[config.mk]
export PLATFORM = sky130hd
export DESIGN_NAME = fetch_unit
export DESIGN_NICKNAME = d
export VERILOG_FILES = /design/src/rtl/fetch_unit.sv
export SDC_FILE = /design/constraint.sdc
export NUM_CORES = 1
export LEC_CHECK = 0
export ABC_AREA = 1
export CAP_MARGIN = 20
export CORE_AREA = 4 4 163 165
export DETAILED_ROUTE_END_ITERATION = 8
export DIE_AREA = 0 0 167 169
export PLACE_DENSITY = 0.85
export SETUP_SLACK_MARGIN = 0.15
export SLEW_MARGIN = 20
export SYNTH_ARGS = -nofsm -noshare
export SYNTH_HDL_FRONTEND = slang
export SYNTH_SLANG_ARGS = --single-unit
[constraint.sdc]
create_clock -name clk -period 2.39 [get_ports clk]
set_clock_uncertainty 0.1 [all_clocks]
set_input_delay 0.3585 -clock clk [delete_from_list [all_inputs] [get_ports clk]]
set_output_delay 0.3585 -clock clk [all_outputs]
set_load 0.1 [all_outputs]
[src/rtl/fetch_unit.sv]
// Instruction fetch stage: owns the PC, issues one request at a time on the
// instruction bus and hands each returned word, with its PC, to IF/ID.
// Optional feature macro: FETCH_FAST_REISSUE_EN. When it is defined, a packet
// accepted by decode launches the next bus request in the same cycle.
module fetch_unit #(
    parameter int unsigned     XLEN     = 64,
    parameter logic [XLEN-1:0] RESET_PC = 64'h8000_0000
) (
    input  logic            clk,
    input  logic            reset,
    output logic            ibus_req_valid,
    output logic [XLEN-1:0] ibus_req_addr,
    input  logic            ibus_addr_ok,
    input  logic            ibus_data_ok,
    input  logic [63:0]     ibus_data,
    input  logic            redirect_valid,
    input  logic [XLEN-1:0] redirect_pc,
    output logic            out_valid,
    input  logic            out_ready,
    output logic [XLEN-1:0] out_pc,
    output logic [31:0]     out_instr,
    output logic            out_exc
);

    typedef enum logic [2:0] {
        IDLE,
        REQ,
        WAIT,
        HOLD,
        DROP
    } state_t;

    state_t          state_q, state_d;
    logic [XLEN-1:0] pc_q, pc_d;
    logic            pend_q, pend_d;
    logic [XLEN-1:0] pend_pc_q, pend_pc_d;
    logic [31:0]     instr_q, instr_d;
    logic            exc_q, exc_d;

    logic            issuing;
    logic [XLEN-1:0] req_pc;
    logic [31:0]     sel_word;

`ifdef FETCH_FAST_REISSUE_EN
    logic fast_issue;

    // A fired, non-exception packet with no redirect launches the next fetch at once
    always_comb begin
        fast_issue = (state_q == HOLD) && out_ready && !redirect_valid && !exc_q;
        issuing    = (state_q == REQ) || fast_issue;
        req_pc     = fast_issue ? pc_q + XLEN'(4) : pc_q;
    end
`else
    // Bus request is driven purely from registered state
    always_comb begin
        issuing = (state_q == REQ);
        req_pc  = pc_q;
    end
`endif

    // Pick the 32-bit half of the response doubleword addressed by the request PC
    always_comb begin
        sel_word = req_pc[2] ? ibus_data[63:32] : ibus_data[31:0];
    end

    // Bus and IF/ID outputs; zero whenever not valid
    always_comb begin
        ibus_req_valid = issuing;
        ibus_req_addr  = issuing ? req_pc : '0;
        out_valid      = (state_q == HOLD);
        out_pc         = out_valid ? pc_q : '0;
        out_instr      = out_valid ? instr_q : '0;
        out_exc        = out_valid && exc_q;
    end

    // Next-state, PC, pending-redirect and packet logic
    always_comb begin
        state_d   = state_q;
        pc_d      = pc_q;
        pend_d    = pend_q;
        pend_pc_d = pend_pc_q;
        instr_d   = instr_q;
        exc_d     = exc_q;
        unique case (state_q)
            IDLE: begin
                if (redirect_valid) begin
                    pc_d = redirect_pc;
                end else if (pc_q[1:0] != 2'b00) begin
                    state_d = HOLD;
                    exc_d   = 1'b1;
                    instr_d = '0;
                end else begin
                    state_d = REQ;
                end
            end
            REQ: begin
                if (ibus_addr_ok) begin
                    // A redirect this cycle is newer than any pending one
                    if (redirect_valid || pend_q) begin
                        pc_d    = redirect_valid ? redirect_pc : pend_pc_q;
                        pend_d  = 1'b0;
                        state_d = ibus_data_ok ? IDLE : DROP;
                    end else if (ibus_data_ok) begin
                        instr_d = sel_word;
                        exc_d   = 1'b0;
                        state_d = HOLD;
                    end else begin
                        state_d = WAIT;
                    end
                end else if (redirect_valid) begin
                    // Address must stay stable until accepted, so defer the redirect
                    pend_d    = 1'b1;
                    pend_pc_d = redirect_pc;
                end
            end
            WAIT: begin
                if (redirect_valid) begin
                    pc_d    = redirect_pc;
                    state_d = ibus_data_ok ? IDLE : DROP;
                end else if (ibus_data_ok) begin
                    instr_d = sel_word;
                    exc_d   = 1'b0;
                    state_d = HOLD;
                end
            end
            DROP: begin
                if (redirect_valid) begin
                    pc_d = redirect_pc;
                end
                if (ibus_data_ok) begin
                    state_d = IDLE;
                end
            end
            HOLD: begin
                if (redirect_valid) begin
                    pc_d    = redirect_pc;
                    state_d = IDLE;
                end else if (out_ready) begin
                    if (exc_q) begin
                        // Misaligned PC is sticky until execute redirects
                        state_d = IDLE;
                    end else begin
                        pc_d = pc_q + XLEN'(4);
`ifdef FETCH_FAST_REISSUE_EN
                        // Request for pc+4 is already on the bus this cycle
                        if (ibus_addr_ok && ibus_data_ok) begin
                            instr_d = sel_word;
                            exc_d   = 1'b0;
                            state_d = HOLD;
                        end else if (ibus_addr_ok) begin
                            state_d = WAIT;
                        end else begin
                            state_d = REQ;
                        end
`else
                        state_d = IDLE;
`endif
                    end
                end
            end
            default: state_d = IDLE;
        endcase
    end

    // State and datapath registers with synchronous reset
    always_ff @(posedge clk) begin
        if (reset) begin
            state_q   <= IDLE;
            pc_q      <= RESET_PC;
            pend_q    <= 1'b0;
            pend_pc_q <= '0;
            instr_q   <= '0;
            exc_q     <= 1'b0;
        end else begin
            state_q   <= state_d;
            pc_q      <= pc_d;
            pend_q    <= pend_d;
            pend_pc_q <= pend_pc_d;
            instr_q   <= instr_d;
            exc_q     <= exc_d;
        end
    end

endmodule

==> results of run 1 <==
-- state kept, by name, summed over array words and instances (netlist names) --
register	count
exc_q	1
instr_q	32
pc_q	64
pend_pc_q	64
pend_q	1
state_q	3
-- layer usage --
metal	wire length, um	part of all wire [%]	vias to the layer above	global-route usage (%)
met1	17370	38	6520	35.17
li1	-	-	6820	-
met5	0	0	-	0
met4	2004	4.4	0	12.31
met2	21960	49	779	50.35
met3	3890	8.6	157	5.862
-- worst reg2reg max path: stages, from the launching register on --
cell	delay, ns
dfxtp_2	0.38
nand2_1	0.07
nor2_1	0.22
buf_4	0.18
nand2_1	0.11
nor2_1	0.28
nand2_1	0.15
inv_1	0.19
nor2_1	0.06
o21ai_0	0.18
nand2_1	0.07
nand2_1	0.06
a21oi_1	0.05
-- cell families (layout without fill, tap and decap cells) --
| kind of cell | Yosys count | after routing | synth area share (%) |
|---|---|---|---|
| simple gates | 1142 | 1142 | 39.75 |
| compound gates | 363 | 363 | 17.60 |
| buf+inv | 339 | 608 | 11.81 |
| flops | 165 | 165 | 29.63 |
| xor+xnor | 14 | 14 | 1.100 |
| fa+ha+maj | 1 | 1 | 0.1122 |
| other cells | 0 | 1 | 0 |
-- power by group through the flow --
stage          Combinational, mW  Clock (mW)  Sequential (mW)
2_1_floorplan               7.73           0             4.23
3_3_place_gp                10.7           0             4.43
3_5_place_dp                11.0           0             4.47
4_1_cts                     11.1        2.83             4.42
5_1_grt                     12.8        2.95             4.57
6_report                    11.8        2.83             4.48
-- layout by cell type, fill, tap and decap left out, types with 3 or more instances in the layout --
cell type,Yosys,routed
nand2_1,613,604
nor2_1,450,312
inv_1,217,216
buf_12,0,175
o21ai_0,167,165
dfxtp_1,165,158
a21oi_1,135,135
clkdlybuf4s50_1,0,131
nor2_2,4,98
nand3_1,55,55
nor2_4,0,44
a22oi_1,33,33
buf_4,8,29
clkbuf_16,0,23
nand4_1,14,14
xor2_1,14,14
a211oi_1,13,13
nand2_2,0,8
inv_2,9,7
dfxtp_2,0,6
o21ai_1,3,5
clkinv_4,0,4
inv_6,0,4
inv_4,0,3
o211ai_1,3,3
a31oi_1,3,3
buf_6,0,3
-- synthesized netlist by cell type, drive strengths merged, types with 3 or more instances --
library cell / number / area share [%]
nand2: 613 / 21
dfxtp: 165 / 30
inv: 226 / 7.6
clkbuf: 80 / 2.7
a22oi: 33 / 2.2
buf: 31 / 1.4
nand4: 14 / 0.79
a21oi: 135 / 6.1
o211ai: 3 / 0.20
o21ai: 170 / 7.6
xor2: 14 / 1.1
nand3: 57 / 2.7
a31oi: 3 / 0.17
nor2: 454 / 15
a211oi: 13 / 0.88
-- path summary, 6_finish.rpt --
| path | from | to | cells after the start |
|---|---|---|---|
| max | pc_q[4]$_SDFFE_PP0P_ | pc_q[27]$_SDFFE_PP0P_ | 12 |
| min | redirect_valid | pend_pc_q[45]$_SDFFE_PP0P_ | 4 |
| max reg2reg | pc_q[4]$_SDFFE_PP0P_ | pc_q[27]$_SDFFE_PP0P_ | 12 |
| min reg2reg | pend_pc_q[40]$_SDFFE_PP0P_ | pend_pc_q[40]$_SDFFE_PP0P_ | 2 |
-- metrics by stage --
stage | cell area, um2 | total power [mW] | std cells
2_1_floorplan | 11500 | 11.96 | 2024
3_3_place_gp | 16480 | 15.14 | 2580
3_5_place_dp | 16480 | 15.48 | 2580
4_1_cts | 17120 | 18.37 | 2612
5_1_grt | 17610 | 20.30 | 2624
6_report | 17610 | 19.08 | 2624
-- what timing repair did --
item	4_1_cts	5_1_grt
pin swaps	0	2
gates resized for setup	15	87
gates cloned	0	7
endpoints found under the setup margin	89	196
setup buffers	0	4
-- layout make-up --
cell class / count / area share (%)
Timing Repair Buffer: 348 / 30.11
Multi-Input combinational cell: 1520 / 40.47
Sequential cell: 165 / 18.83
Clock inverter: 13 / 0.8173
Inverter: 228 / 4.904
Tap cell: 330 / 2.345
Clock buffer: 19 / 2.516
Antenna cell: 1 / 0.01421
==> key figures, run 1 <==
Drt
  – Pre-antenna DRT Iters: 6
  – Drt wl/cell: 17.24 um
  – Vias per inst: 5.441
  – Final WL: 45230 um
  – DR vias: 14276
  – Drt first-iter violations: 1554
  – Post-route ant nets: 0
  – # DRC: 0

Critical path
  – Worst path required time: 2.59 ns
  – Startpoint types: flip-flop
  – Critical path's most frequent cell: nand2_1
  – Reg2reg setup slack: 0.16 ns
  – CP peak stage delay: 0.38 ns
  – Critical path cell sequence: nand2_1, nor2_1, buf_4, nand2_1, nor2_1, nand2_1, inv_1, nor2_1, o21ai_0, nand2_1, nand2_1, a21oi_1
  – CP Max Fanout: 6
  – Setup CP Type: reg2reg
  – CP Data Arrival Time: 2.44 ns
  – Cell family with most CP delay: simple AND/OR/NAND/NOR gates
  – Slowest CP cell: dfxtp_2
  – Endpoint class of the critical path: flip-flop
  – Buf+Inv Stages, Crit Path: 2

Yosys
  – Avg Cell Area, Syn: 5.508 um2
  – Post-synth EDFFs: 0
  – Seq/Total Area, Yosys: 29.63%
  – Cell Area, Synth: 11150 um2
  – Top_reg_cell synth: dfxtp_1
  – Net Count, Synth: 2159
  – Synthesized instance count: 2024
  – Synth warnings: 0
  – Unique masters post-synth: 32
  – Asr flop ratio synth: 0%
  – Synth Register Bits: 165

Timing
  – Final Hold Viols: 0
  – Relative slew slack: 50.98%
  – Final hold slack: 0.2736 ns
  – Worst slew pin tran: 0.7352 ns
  – RSZ-0062 raised after global routing: true
  – Count of pins over their slew limit: 0
  – Post-layout worst setup margin: 0.1576 ns
  – Tcrit/Tclk final: 93.41%
  – Final setup TNS: 0 ns
  – Fmax: 0.4479 GHz
  – Final Setup Violations: 0
  – Final min period: 2.232 ns

Worst hold path
  – Worst hold path type: in2reg

Floorplan
  – Num rows: 58
  – Core area: 25040 um2
  – Initial Util: 44.53%
  – Io pins: 297
  – Die width: 167 um
  – Die area: 28220 um2
  – Die Y: 169 um

Global routing
  – Largest net degree at the start of global routing: 125
  – Vias in the first global route: 13271
  – Initial antenna violation count: 1
  – First-pass GRT wire length: 67560 um
  – All-Layer GR Usage: 29.06%
  – Grt ovf: 0

Layout
  – Share of layout cells above drive strength 1: 18.32%
  – Final net count: 2415
  – Storage element area: 3314 um2
  – Final Core Density: 70.32%
  – FILL cells: 1979
  – Layout area overhead: 57.92%
  – Area of the multi-input gates: 7124 um2

Clock tree
  – Clk slew on worst S/H paths: 0.07 ns
  – Worst skew pair latency: 0.44 ns
  – CTS buffer count: 17
  – Maximum clock path buffer count: 2
  – Root Driver: clkbuf_16
  – CTS H-tree lvls: 4
  – CTS sink count: 165
  – Post-CTS Hold Buffers: 0
  – CTS tree: yes

Power
  – Worst vdd ir: 0.7563 mV
  – Combinational power share: 61.7%
  – Seq pwr share: 23.5%
  – Clk network pwr share: 14.8%
  – Sw Pwr: 10.03 mW
  – Sw Ratio: 52.58%
  – Internal power: 9.051 mW
  – PwrDens: 1084 nW/um2
  – Lkg Pwr: 6.922 nW

Placement
  – Post-DP HPWL: 32080 um
  – Gpl congestion: 1.041
  – # port buffers: 296
  – DP Worst Slack: 0.1275 ns

Outcome
  – Status: completed

Job
  – Max_cap viols: 0
Power figures use the tool's default switching activity.
==> run 2: changes to the inputs <==
CAP_MARGIN = 0   (was 20)
==> results of run 2 <==
Same layout as run 1: the final DEF is identical, and so are final timing and power.
